`src/rtl/mult_final_cpa_if.sv`:
```
// Operand/result handshake bundle for the serial final carry-propagate adder.
// Upstream side: in_valid/in_ready with sum_vec/carry_vec. Downstream side: out_valid/out_ready with result/cout.
interface mult_final_cpa_if #(
    parameter int WIDTH = 64
);
    logic             in_valid;
    logic             in_ready;
    logic [WIDTH-1:0] sum_vec;
    logic [WIDTH-1:0] carry_vec;
    logic             out_valid;
    logic             out_ready;
    logic [WIDTH-1:0] result;
    logic             cout;

    modport master (
        output in_valid, sum_vec, carry_vec, out_ready,
        input  in_ready, out_valid, result, cout
    );

    modport slave (
        input  in_valid, sum_vec, carry_vec, out_ready,
        output in_ready, out_valid, result, cout
    );
endinterface

```
`src/rtl/mult_final_cpa.sv`:
```
// Serial carry-propagate adder for the multiplier's redundant sum/carry pair, CHUNK_W bits per cycle.
// Optional MULT_FINAL_CPA_EARLY_EXIT_EN: finish early once all remaining operand chunks are zero.
module mult_final_cpa #(
    parameter int WIDTH   = 64,
    parameter int CHUNK_W = 16
) (
    input  logic            clk,
    input  logic            rst,
    mult_final_cpa_if.slave bus
);
    localparam int N  = WIDTH / CHUNK_W;
    localparam int KW = (N > 1) ? $clog2(N) : 1;

    localparam logic [1:0] IDLE = 2'd0;
    localparam logic [1:0] ADD  = 2'd1;
    localparam logic [1:0] DONE = 2'd2;

    generate
        if (WIDTH % CHUNK_W != 0) begin : g_width_check
            $error("mult_final_cpa: WIDTH must be a multiple of CHUNK_W");
        end
    endgenerate

    logic [1:0]         state;
    logic [KW-1:0]      k;
    logic               carry_q;
    logic [WIDTH-1:0]   a_q;
    logic [WIDTH-1:0]   b_q;
    logic [WIDTH-1:0]   result_q;
    logic               cout_q;

    logic [CHUNK_W:0]   csum;
    logic               last;
    logic               early;
    logic               accept;
    logic [WIDTH-1:0]   res_next;

    assign bus.in_ready  = !rst && ((state == IDLE) || ((state == DONE) && bus.out_ready));
    assign bus.out_valid = (state == DONE);
    assign bus.result    = result_q;
    assign bus.cout      = cout_q;

    assign accept = bus.in_valid && bus.in_ready;

    // Operands shift right each cycle, so the active chunk is always the low one.
    assign csum = {1'b0, a_q[CHUNK_W-1:0]} + {1'b0, b_q[CHUNK_W-1:0]} + {{CHUNK_W{1'b0}}, carry_q};
    assign last = (k == KW'(N - 1));

`ifdef MULT_FINAL_CPA_EARLY_EXIT_EN
    logic             rest_zero;
    logic [WIDTH-1:0] keep_mask;
    assign rest_zero = (((a_q | b_q) >> CHUNK_W) == '0);
    assign early     = !last && rest_zero;
    assign keep_mask = {WIDTH{1'b1}} >> ((N - 1 - int'(k)) * CHUNK_W);
`else
    assign early = 1'b0;
`endif

    always_comb begin
        res_next = result_q;
        res_next[int'(k)*CHUNK_W +: CHUNK_W] = csum[CHUNK_W-1:0];
`ifdef MULT_FINAL_CPA_EARLY_EXIT_EN
        // Upper chunks reduce to the pending carry in the next chunk and zeros above it.
        if (early)
            res_next = (res_next & keep_mask)
                     | (WIDTH'(csum[CHUNK_W]) << ((int'(k) + 1) * CHUNK_W));
`endif
    end

    always_ff @(posedge clk) begin
        if (rst) begin
            state    <= IDLE;
            k        <= '0;
            carry_q  <= 1'b0;
            a_q      <= '0;
            b_q      <= '0;
            result_q <= '0;
            cout_q   <= 1'b0;
        end else begin
            case (state)
                IDLE: begin
                    if (accept) begin
                        a_q     <= bus.sum_vec;
                        b_q     <= bus.carry_vec;
                        carry_q <= 1'b0;
                        k       <= '0;
                        state   <= ADD;
                    end
                end
                ADD: begin
                    result_q <= res_next;
                    a_q      <= a_q >> CHUNK_W;
                    b_q      <= b_q >> CHUNK_W;
                    carry_q  <= csum[CHUNK_W];
                    k        <= k + KW'(1);
                    if (last) begin
                        cout_q <= csum[CHUNK_W];
                        state  <= DONE;
                    end else if (early) begin
                        cout_q <= 1'b0;
                        state  <= DONE;
                    end
                end
                DONE: begin
                    if (bus.out_ready) begin
                        if (bus.in_valid) begin
                            a_q     <= bus.sum_vec;
                            b_q     <= bus.carry_vec;
                            carry_q <= 1'b0;
                            k       <= '0;
                            state   <= ADD;
                        end else begin
                            state <= IDLE;
                        end
                    end
                end
                default: state <= IDLE;
            endcase
        end
    end
endmodule

```
`src/flat_wrapper.sv`:
```
// flat-port wrapper written by rule: the top's interface ports become plain ports
module mult_final_cpa_flat 
#(
    parameter int WIDTH   = 64,
    parameter int CHUNK_W = 16
)
  (clk, rst, bus_in_valid, bus_sum_vec, bus_carry_vec, bus_out_ready, bus_in_ready, bus_out_valid, bus_result, bus_cout);
  mult_final_cpa_if #(.WIDTH(WIDTH)) bus_i ();
  input  logic clk;
  input  logic rst;
  input wire logic [$bits(bus_i.in_valid)-1:0] bus_in_valid;
  input wire logic [$bits(bus_i.sum_vec)-1:0] bus_sum_vec;
  input wire logic [$bits(bus_i.carry_vec)-1:0] bus_carry_vec;
  input wire logic [$bits(bus_i.out_ready)-1:0] bus_out_ready;
  output wire logic [$bits(bus_i.in_ready)-1:0] bus_in_ready;
  output wire logic [$bits(bus_i.out_valid)-1:0] bus_out_valid;
  output wire logic [$bits(bus_i.result)-1:0] bus_result;
  output wire logic [$bits(bus_i.cout)-1:0] bus_cout;
  assign bus_i.in_valid = bus_in_valid;
  assign bus_i.sum_vec = bus_sum_vec;
  assign bus_i.carry_vec = bus_carry_vec;
  assign bus_i.out_ready = bus_out_ready;
  assign bus_in_ready = bus_i.in_ready;
  assign bus_out_valid = bus_i.out_valid;
  assign bus_result = bus_i.result;
  assign bus_cout = bus_i.cout;
  mult_final_cpa #(.WIDTH(WIDTH), .CHUNK_W(CHUNK_W)) u_core (.clk(clk), .rst(rst), .bus(bus_i));
endmodule
```
`config.mk`:
```
export PLATFORM = sky130hd
export DESIGN_NAME = mult_final_cpa_flat
export DESIGN_NICKNAME = d
export VERILOG_FILES = /design/src/rtl/mult_final_cpa_if.sv /design/src/rtl/mult_final_cpa.sv /design/src/flat_wrapper.sv
export SDC_FILE = /design/constraint.sdc
export NUM_CORES = 1
export LEC_CHECK = 0
export ABC_CLOCK_PERIOD_IN_PS = 3100
export BUFFER_PORTS_ARGS = -buffer_cell sky130_fd_sc_hd__buf_4
export CORE_ASPECT_RATIO = 2
export CORE_MARGIN = 1.5
export CORE_UTILIZATION = 54
export DETAILED_ROUTE_END_ITERATION = 6
export GPL_TIMING_DRIVEN = 0
export PLACE_DENSITY = 0.91
export SETUP_SLACK_MARGIN = 0.4
export SLEW_MARGIN = 25
export SYNTH_ARGS = -nofsm -noshare
export SYNTH_HDL_FRONTEND = slang
export SYNTH_SLANG_ARGS = --single-unit
```
`constraint.sdc`:
```
create_clock -name clk -period 3.1 [get_ports clk]
set_input_delay 0.31 -clock clk [delete_from_list [all_inputs] [get_ports clk]]
set_output_delay 0.31 -clock clk [all_outputs]
set_load 0.01 [all_outputs]
```
======== Word-level counts from Yosys, hierarchy flattened ========
Index checks and enable logic that the tools add are counted.
storage, ports and cells
  logic and storage cells ................. 52
  bits in latches ......................... 0
  memory bits (read-only) ................. 0
  memory bits (writable) .................. 0
  memories ................................ 0
  bits in registers ....................... 198
  input port bits ......................... 132
operators by class
  muxes and demuxes ....................... 22
  shift-type cells ........................ 2
  div/mod/pow operators ................... 0
  bitwise gates (word level) .............. 0
  order comparisons ....................... 0
  eq/ne operators ......................... 7
  add/sub/neg operators ................... 4
  multiply operators ...................... 0
  reductions and logical operators ........ 10
operators by type and width
  kind                                                     number
  2-to-1 mux 64 bit                                        6
  case mux 64 bit (3 select lines)                         2
  bitwise mux 64 bit                                       1
  variable shift 16 x 33 -> 64 bit (first input constant)  1
  indexed part select 16 x 33 -> 64 bit                    1
  negator 6 -> 33 bit                                      1
  adder 16 x 16 -> 17 bit                                  1
  adder 17 x 1 -> 17 bit                                   1
  2-to-1 mux 2 bit                                         6
  case mux 2 bit (3 select lines)                          2
  == test 2 bit (second input constant)                    2
  2-to-1 mux 1 bit                                         4
  != test 2 x 1 -> 1 bit (second input constant)           2
  != test 2 bit (second input constant)                    2
  AND reduction 4 bit                                      1
  logical AND 1 bit                                        3
  case mux 1 bit (3 select lines)                          1
  AND reduction 3 bit                                      1
  nonzero test 3 bit                                       1
  adder 2 x 1 -> 2 bit (second input constant)             1
  == test 2 x 1 -> 1 bit (second input constant)           1
  logical NOT 2 bit                                        1
  AND reduction 2 bit                                      1
  logical NOT 1 bit                                        1
  logical OR 1 bit                                         1

======== Depth between registers and ports, before layout ========
Gate-level depths: netlist of the first run.
  depth in word-level cells ............... 7
  depth in mapped cells ................... 8

======== Worst setup path after synthesis of the first run ========
No wires, ideal clock.
  kind .................................... register -> register
  from .................................... reg u_core.b_q[0]
  to ...................................... reg u_core.result_q[10] (netlist: u_core.bus.result[10])
  setup slack ............................. 0.712 ns
  library setup time ...................... 0.117 ns
  cell stages (with the launch flop) ...... 9
  data arrival time ....................... 2.272 ns
  data required time ...................... 2.983 ns
  buffers on the path ..................... 0
  cell sequence ........................... dfxtp_1 -> fa_1 -> fa_1 -> a21oi_1 -> o211ai_1 -> a21boi_0 -> o21ai_0 -> xor2_1 -> a22o_1
on the way
  word-level cells in the longest chain between the ends .. 4
ends and longest elaborated chain
  item                                   line                   RTL
  start, declared                        mult_final_cpa.sv:28   logic [WIDTH-1:0] b_q;
  start signal, assigned                 mult_final_cpa.sv:84   b_q <= bus.carry_vec;
  start signal, assigned                 mult_final_cpa.sv:93   b_q <= b_q >> CHUNK_W;
  start signal, assigned                 mult_final_cpa.sv:108  b_q <= bus.carry_vec;
  adder 16 x 16 -> 17 bit                mult_final_cpa.sv:46   assign csum = {1'b0, a_q[CHUNK_W-1:0]} + {1'b0, b_q[CHUNK_W-1:0]} + {{CHUNK_W{1'b0}}, carry_q};
  adder 17 x 1 -> 17 bit                 mult_final_cpa.sv:46
  indexed part select 16 x 33 -> 64 bit  mult_final_cpa.sv:61   res_next[int'(k)*CHUNK_W +: CHUNK_W] = csum[CHUNK_W-1:0];
  bitwise mux 64 bit                     mult_final_cpa.sv:61
  end signal, assigned                   mult_final_cpa.sv:91   result_q <= res_next;
  end, declared                          mult_final_cpa.sv:29   logic [WIDTH-1:0] result_q;
Every way passes these cells.
A chain may end at the register's enable or synchronous reset.

======== Worst setup path in the final report of the first run ========
  from .................................... reg u_core.b_q[0]
  to ...................................... reg u_core.cout_q (netlist: u_core.bus.cout)
on the way
  word-level cells in the longest chain between the ends .. 2
ends and longest elaborated chain
  item                     line                  RTL
  adder 16 x 16 -> 17 bit  mult_final_cpa.sv:46
  adder 17 x 1 -> 17 bit   mult_final_cpa.sv:46
  end signal, assigned     mult_final_cpa.sv:97  cout_q <= csum[CHUNK_W];
  end, declared            mult_final_cpa.sv:30  logic cout_q;
Every way passes these cells.

==> results_dict.tcl, run 1 <==
set metrics [dict create \
    critPathKind "flop to flop" \
    core_area_um2 15700 \
    pre_cts_slack_ns 0.2621 \
    drive_gt1_share_pct 21.39 \
    synth_cells 1031 \
    grt_pass1_vias 8635 \
    drt_iter0_markers 626 \
    clk_pin_slew_worst_paths_ns 0.08 \
    ctsHoldBuffers 0 \
    synth_top_cell_area_share_pct 46.10 \
    status "completed" \
    cts_buffer_depth 2 \
    clock_latency_ns 0.44 \
    slew_viol_final 0 \
    io_pins 199 \
    slew_headroom_pct 41.21 \
    grt_overflow 0 \
    yosysTopAreaCell "dfxtp_1" \
    finalSetupTns_ns 0 \
    clkSinkCount 198 \
    p_leak_nw 4.551 \
    cpMostUsedCell "fa_2" \
    dr.pass1.iters 6 \
    rows 65 \
    yosysUniqueCellTypes 56 \
    antennaDiodeCount 0 \
    final.period_utilization_pct 84.49 \
    peakVddDrop_mv 0.4450 \
    syn_avg_cell_area_um2 8.340 \
    die_area_um2 16730 \
    async_flop_share_pct 0 \
    max_freq_ghz 0.3818 \
    ys_warn_count 0 \
    drc 0 \
    grt_util_all_layers_pct 32.91 \
    dp.cells 1429 \
    vias_per_cell 6.017 \
    synth.most_common_cell "nand2_1" \
    cts_tree "done" \
    slowest_stage "a221oi_2" \
    stdcell_count 1463 \
    start_kind "flop" \
    synth_fp_nets 1186 \
    hold_viol_final 0 \
    rsz0062_at_grt "false" \
    area_delta_synth_final_pct 27.20 \
    finalCriticalPeriod_ns 2.619 \
    grt_max_degree 19 \
    setup-violations-final 0 \
    ys_ff_latch 198 \
    start_util_pct 54.78 \
    final_nets 1404 \
    path_delay_family "compound AO/OA/AOI/OAI gates" \
    worstPathMaxFanout 3 \
    synth_edf_count 0 \
    grt_pass1_wl_mm 42.52 \
    die_h_um 181.5 \
    netlist_area_um2 8598 \
    synthTopCellsByArea "dfxtp_1 (46%), nand2_1 (11%), a311oi_1 (10%)" \
    avgRoutedWirePerCell_um 18.92 \
    crit_chain "fa_2, fa_2, a21oi_2, o211ai_1, nand2_1, o221ai_1, a221oi_2, a311oi_1" \
    crit_buf_inv 0 \
    numCtsBuffers 17 \
    antenna_found_initial 0 \
    power_density_nw_per_um2 558.0 \
    htreeDepth 4 \
    critPathMaxStageDelay_ns 0.47 \
    cp.arrival_ns 2.91 \
    routabilityCongestion 1.008 \
    port_buffers 197 \
    vias 8803 \
    fin_skew_ns 0.01122 \
    fin_ws_ns 0.4808 \
    drt-total-wl_mm 27.69 \
    cts-root-buf "clkbuf_16" \
    ys_seq_area_share_pct 46.10 \
    worstMarginPinSlew_ns 0.8819 \
    maxCapViolations 0 \
    worstSetupEndpointType "flop" \
    cp.required_ns 3.39 \
    synthFlopType "dfxtp_1" \
    hp-class "input port to flop" \
    ant_nets 0 \
    dpl.hpwl_mm 20.48 \
    die-width_um 92.23 \
    yosys-top-cells-count "nand2_1 (242), dfxtp_1 (198), nor2_1 (142), a311oi_1 (98), a21oi_1 (54)" \
]
## per-layer routing
layer,routed length (µm),part of all wire [%],track usage (%),vias to the layer above
met5,0,0,0,-
met4,2432,8.8,28.00,0
met3,2050,7.4,5.486,152
met2,14440,52,59.88,483
met1,8759,32,31.08,4070
li1,-,-,-,4098
## worst min-delay path: stages
cell	delay [ns]
buf_4	0.11
nand3_1	0.05
a21oi_1	0.06
## power by group
part / switching [mW] / internal (mW)
clock: 1.05 / 1.13
sequential: 0.120 / 2.71
combinational: 0.683 / 0.420
## sequential cells by signal, indices dropped and copies added, names as in the netlist
name and cells:
u_core.a_q 64, u_core.b_q 64, u_core.bus.result 64, u_core.k 2
u_core.state 2, u_core.bus.cout 1, u_core.carry_q 1
## cell type report
cell class,count,area (µm²)
clock inverters,15,145.1
repair buffers,199,1494
inverters,12,45.04
plain buffers,82,351.6
multi-input cells,739,4259
clock buffers,17,425.4
flip-flops and latches,198,3965
fillers,1219,4760
well taps,201,251.5
## repair_timing
action	4_1_cts	5_1_grt
pin swaps	0	4
setup buffers	0	2
setup endpoints to repair	4	26
cloned	0	0
gates resized for setup	1	6
## kinds of logic (layout without fill, tap and decap cells)
group	count (synthesis)	after routing	share of synthesized area, %
multiplexers	1	1	0.1164
XOR/XNOR	8	8	0.8149
adder cells (fa/ha/maj)	23	23	3.522
flip-flops	198	198	46.10
buffers and inverters	94	325	4.613
AO/OA/AOI/OAI	254	254	22.57
AND/OR/NAND/NOR	453	453	22.26
## path summary, 6_finish.rpt
| kind | start | end | cells past startpoint | slack, ns |
|---|---|---|---|---|
| max reg2reg | u_core.b_q[0]$_SDFFE_PP0P_ | u_core.bus.cout$_SDFFE_PP0P_ | 8 | 0.48 |
| max | u_core.b_q[0]$_SDFFE_PP0P_ | u_core.bus.cout$_SDFFE_PP0P_ | 8 | 0.48 |
| min | bus_carry_vec[56] | u_core.b_q[56]$_SDFFE_PP0P_ | 3 | 0.12 |
| min reg2reg | u_core.a_q[53]$_SDFFE_PP0P_ | u_core.a_q[53]$_SDFFE_PP0P_ | 2 | 0.45 |
## stage by stage
| step | area (µm²) | hold slack (ns) | power (mW) | util [%] |
|---|---|---|---|---|
| 6_report | 10940 | 0.1238 | 6.103 | 69.68 |
| 5_1_grt | 10940 | 0.1368 | 6.307 | 69.68 |
| 4_1_cts | 10910 | 0.1256 | 6.052 | 69.48 |
| 3_5_place_dp | 10330 | 0.4434 | 3.927 | 65.80 |
| 3_3_place_gp | 10330 | 0.4385 | 3.896 | 65.80 |
| 2_1_floorplan | 8598 | 0.4321 | 3.510 | - |
## layout by cell type (no fill, tap or decap), drive strengths merged, types with 2 or more instances in the layout
cell type  instances
and2               4
clkinv             5
nor2b              3
dfxtp            198
nand3             38
a22o              24
a21oi             55
o21ai             11
a211oi             3
a311oi            98
o2bb2ai            2
a21o               6
buf              229
xnor2              5
clkinvlp           4
nand2            244
inv               17
nor4               3
clkbuf            69
a32o               9
nor3b              2
nor2             142
nor3               2
o211ai             2
fa                 2
a22oi             32
ha                21
o221ai             2
nand3b             2
xor2               3
nand2b             6
No activity file was read; power rests on OpenSTA's default activity.
==> run 2, diff against run 1 <==
ABC_CLOCK_PERIOD_IN_PS = 2150   (was 3100)
CORE_UTILIZATION = 49   (was 54)
PLACE_DENSITY = 0.88   (was 0.91)
clock period = 2.15 ns   (was 3.1 ns; I/O delays follow)
==> results_dict.tcl, run 2 (synthesis results as in run 1) <==
set metrics [dict create \
    reg2reg_from "u_core.a_q[0]$_SDFFE_PP0P_" \
    switching_share_pct 30.34 \
    switchingPower_mw 2.766 \
    design_area_um2 11710 \
    vias 9012 \
    worstSetupEndpointType "flop" \
    slew_viol_final 0 \
    clk_pin_slew_worst_paths_ns 0.07 \
    vias_per_cell 6.024 \
    r2r-end "u_core.bus.result[30]$_SDFFE_PP0P_" \
    area_delta_synth_final_pct 36.19 \
    core_area_um2 17190 \
    clkPwrFrac_pct 34.6 \
    port_buffers 197 \
    final.period_utilization_pct 115.5 \
    power_density_nw_per_um2 778.6 \
    nFillCells 1269 \
    gr-usage-met2_pct 54.52 \
    hold_viol_final 0 \
    cts-root-buf "clkbuf_16" \
    cp.arrival_ns 2.81 \
    hp-class "input port to flop" \
    p_leak_nw 4.925 \
    grt_pass1_wl_mm 43.05 \
    start_util_pct 50.03 \
    antennaDiodeCount 0 \
    clkSinkCount 198 \
    drive_gt1_share_pct 29.63 \
    die_h_um 190.3 \
    layout.cells.most_common "nand2_1" \
    final_nets 1428 \
    start_kind "flop" \
    io_pins 199 \
    clock_latency_ns 0.44 \
    grt_overflow 0 \
    place_area_um2 10390 \
    max_freq_ghz 0.4028 \
    status "finished, violations left" \
    drt_iter0_markers 645 \
    antenna_found_initial 0 \
    rsz0062_at_grt "true" \
    pre_cts_slack_ns -0.2811 \
    rows 68 \
    endpoint "u_core.bus.result[30]$_SDFFE_PP0P_" \
    maxCapViolations 0 \
    ff2ff_setup_slack_ns -0.33 \
    fin_util_pct 68.13 \
    cp.required_ns 2.48 \
    die-width_um 96.67 \
    slew_headroom_pct 40.81 \
    dr.pass1.iters 5 \
    grt_pass1_vias 8680 \
    fin_ws_ns -0.3324 \
    critPathKind "flop to flop" \
    cts_tree "done" \
    violations "setup timing" \
    r2r_cells 8 \
    die_area_um2 18400 \
    worstMarginPinSlew_ns 0.8878 \
    comb_power_share_pct 20.7 \
    cts_buffer_depth 2 \
    p_int_mw 6.352 \
    numCtsBuffers 17 \
    worstPathMaxFanout 4 \
    routabilityCongestion 0.9674 \
    grtUsageMet1_pct 27.70 \
    fin_skew_ns 0.01096 \
    grt_max_degree 19 \
    p_seq_share_pct 44.7 \
    finalSetupTns_ns -7.572 \
    drc 0 \
    finalCriticalPeriod_ns 2.482 \
    setup-violations-final 46 \
    grtUsageMet3_pct 4.509 \
    final_cell_mix "nand2_1 (240), buf_4 (225), dfxtp_1 (191)" \
    dpl.hpwl_mm 21.04 \
    top_usage_layer "met2" \
    ant_nets 0 \
    drt-total-wl_mm 29.11 \
    peakVddDrop_mv 0.5576 \
    crit_start "u_core.a_q[0]$_SDFFE_PP0P_" \
    grt_util_all_layers_pct 29.49 \
    htreeDepth 4 \
    avgRoutedWirePerCell_um 19.46 \
]
==> run 2: repair_timing <==
item                       CTS  global route
cloned                       0             1
pin swaps                   17            29
setup endpoints to repair  194           191
buffers inserted            17             8
resized for setup           86           103
hold buffers                 0             0
==> run 2: critical path, cell delays in order (launching register included) <==
cell and delay, ns:
dfxtp_2 0.36, fa_2 0.39, fa_2 0.41, a21oi_4 0.15, o211ai_1 0.18, nand3_1 0.16, nand3b_1 0.15, mux2i_4 0.26
a221o_1 0.30
==> run 2: routing by layer <==
| metal | vias to the layer above | wire [µm] |
|---|---|---|
| met2 | 519 | 15180 |
| met4 | 0 | 2812 |
| met3 | 155 | 1849 |
| met5 | - | 0 |
| li1 | 4151 | - |
| met1 | 4187 | 9269 |
==> run 2: worst min path at each step <==
| stage | depth (start not counted) | start | end | slack (ns) |
|---|---|---|---|---|
| final | 3 | bus_sum_vec[59] | u_core.a_q[59]$_SDFFE_PP0P_ | 0.03 |
| after CTS | 3 | bus_carry_vec[52] | u_core.b_q[52]$_SDFFE_PP0P_ | 0.03 |
| after floorplan | 2 | bus_sum_vec[48] | u_core.a_q[48]$_SDFFE_PP0P_ | 0.37 |
| after detailed placement | 2 | u_core.a_q[53]$_SDFFE_PP0P_ | u_core.a_q[53]$_SDFFE_PP0P_ | 0.44 |
| after global routing | 3 | bus_carry_vec[51] | u_core.b_q[51]$_SDFFE_PP0P_ | 0.03 |
| after global placement | 2 | u_core.a_q[49]$_SDFFE_PP0P_ | u_core.a_q[49]$_SDFFE_PP0P_ | 0.44 |
==> run 2: layout make-up <==
cell class	count	area, µm²	share of cell area, %
Multi-Input combinational cell	739	4608	39.35
Sequential cell	198	3978	33.97
Timing Repair Buffer	223	1697	14.49
Buffer	82	539.3	4.605
Clock buffer	18	439.2	3.750
Tap cell	210	262.8	2.244
Clock inverter	14	137.6	1.175
Inverter	12	48.80	0.4167
==> run 2: per-stage QoR <==
step | hold slack [ns] | cells | power [mW]
after floorplan | 0.3669 | 1031 | 5.082
after global routing | 0.02997 | 1496 | 9.386
after detailed placement | 0.4432 | 1438 | 5.696
after global placement | 0.4390 | 1438 | 5.649
final | 0.03409 | 1496 | 9.118
after CTS | 0.03187 | 1487 | 8.915
==> run 2: power by group through the flow <==
stage	registers, mW	clock network (mW)	logic [mW]
3_3_place_gp	4.14	0	1.51
5_1_grt	4.09	3.28	2.01
4_1_cts	4.06	3.14	1.71
6_report	4.08	3.16	1.89
3_5_place_dp	4.14	0	1.55
2_1_floorplan	4.10	0	0.984
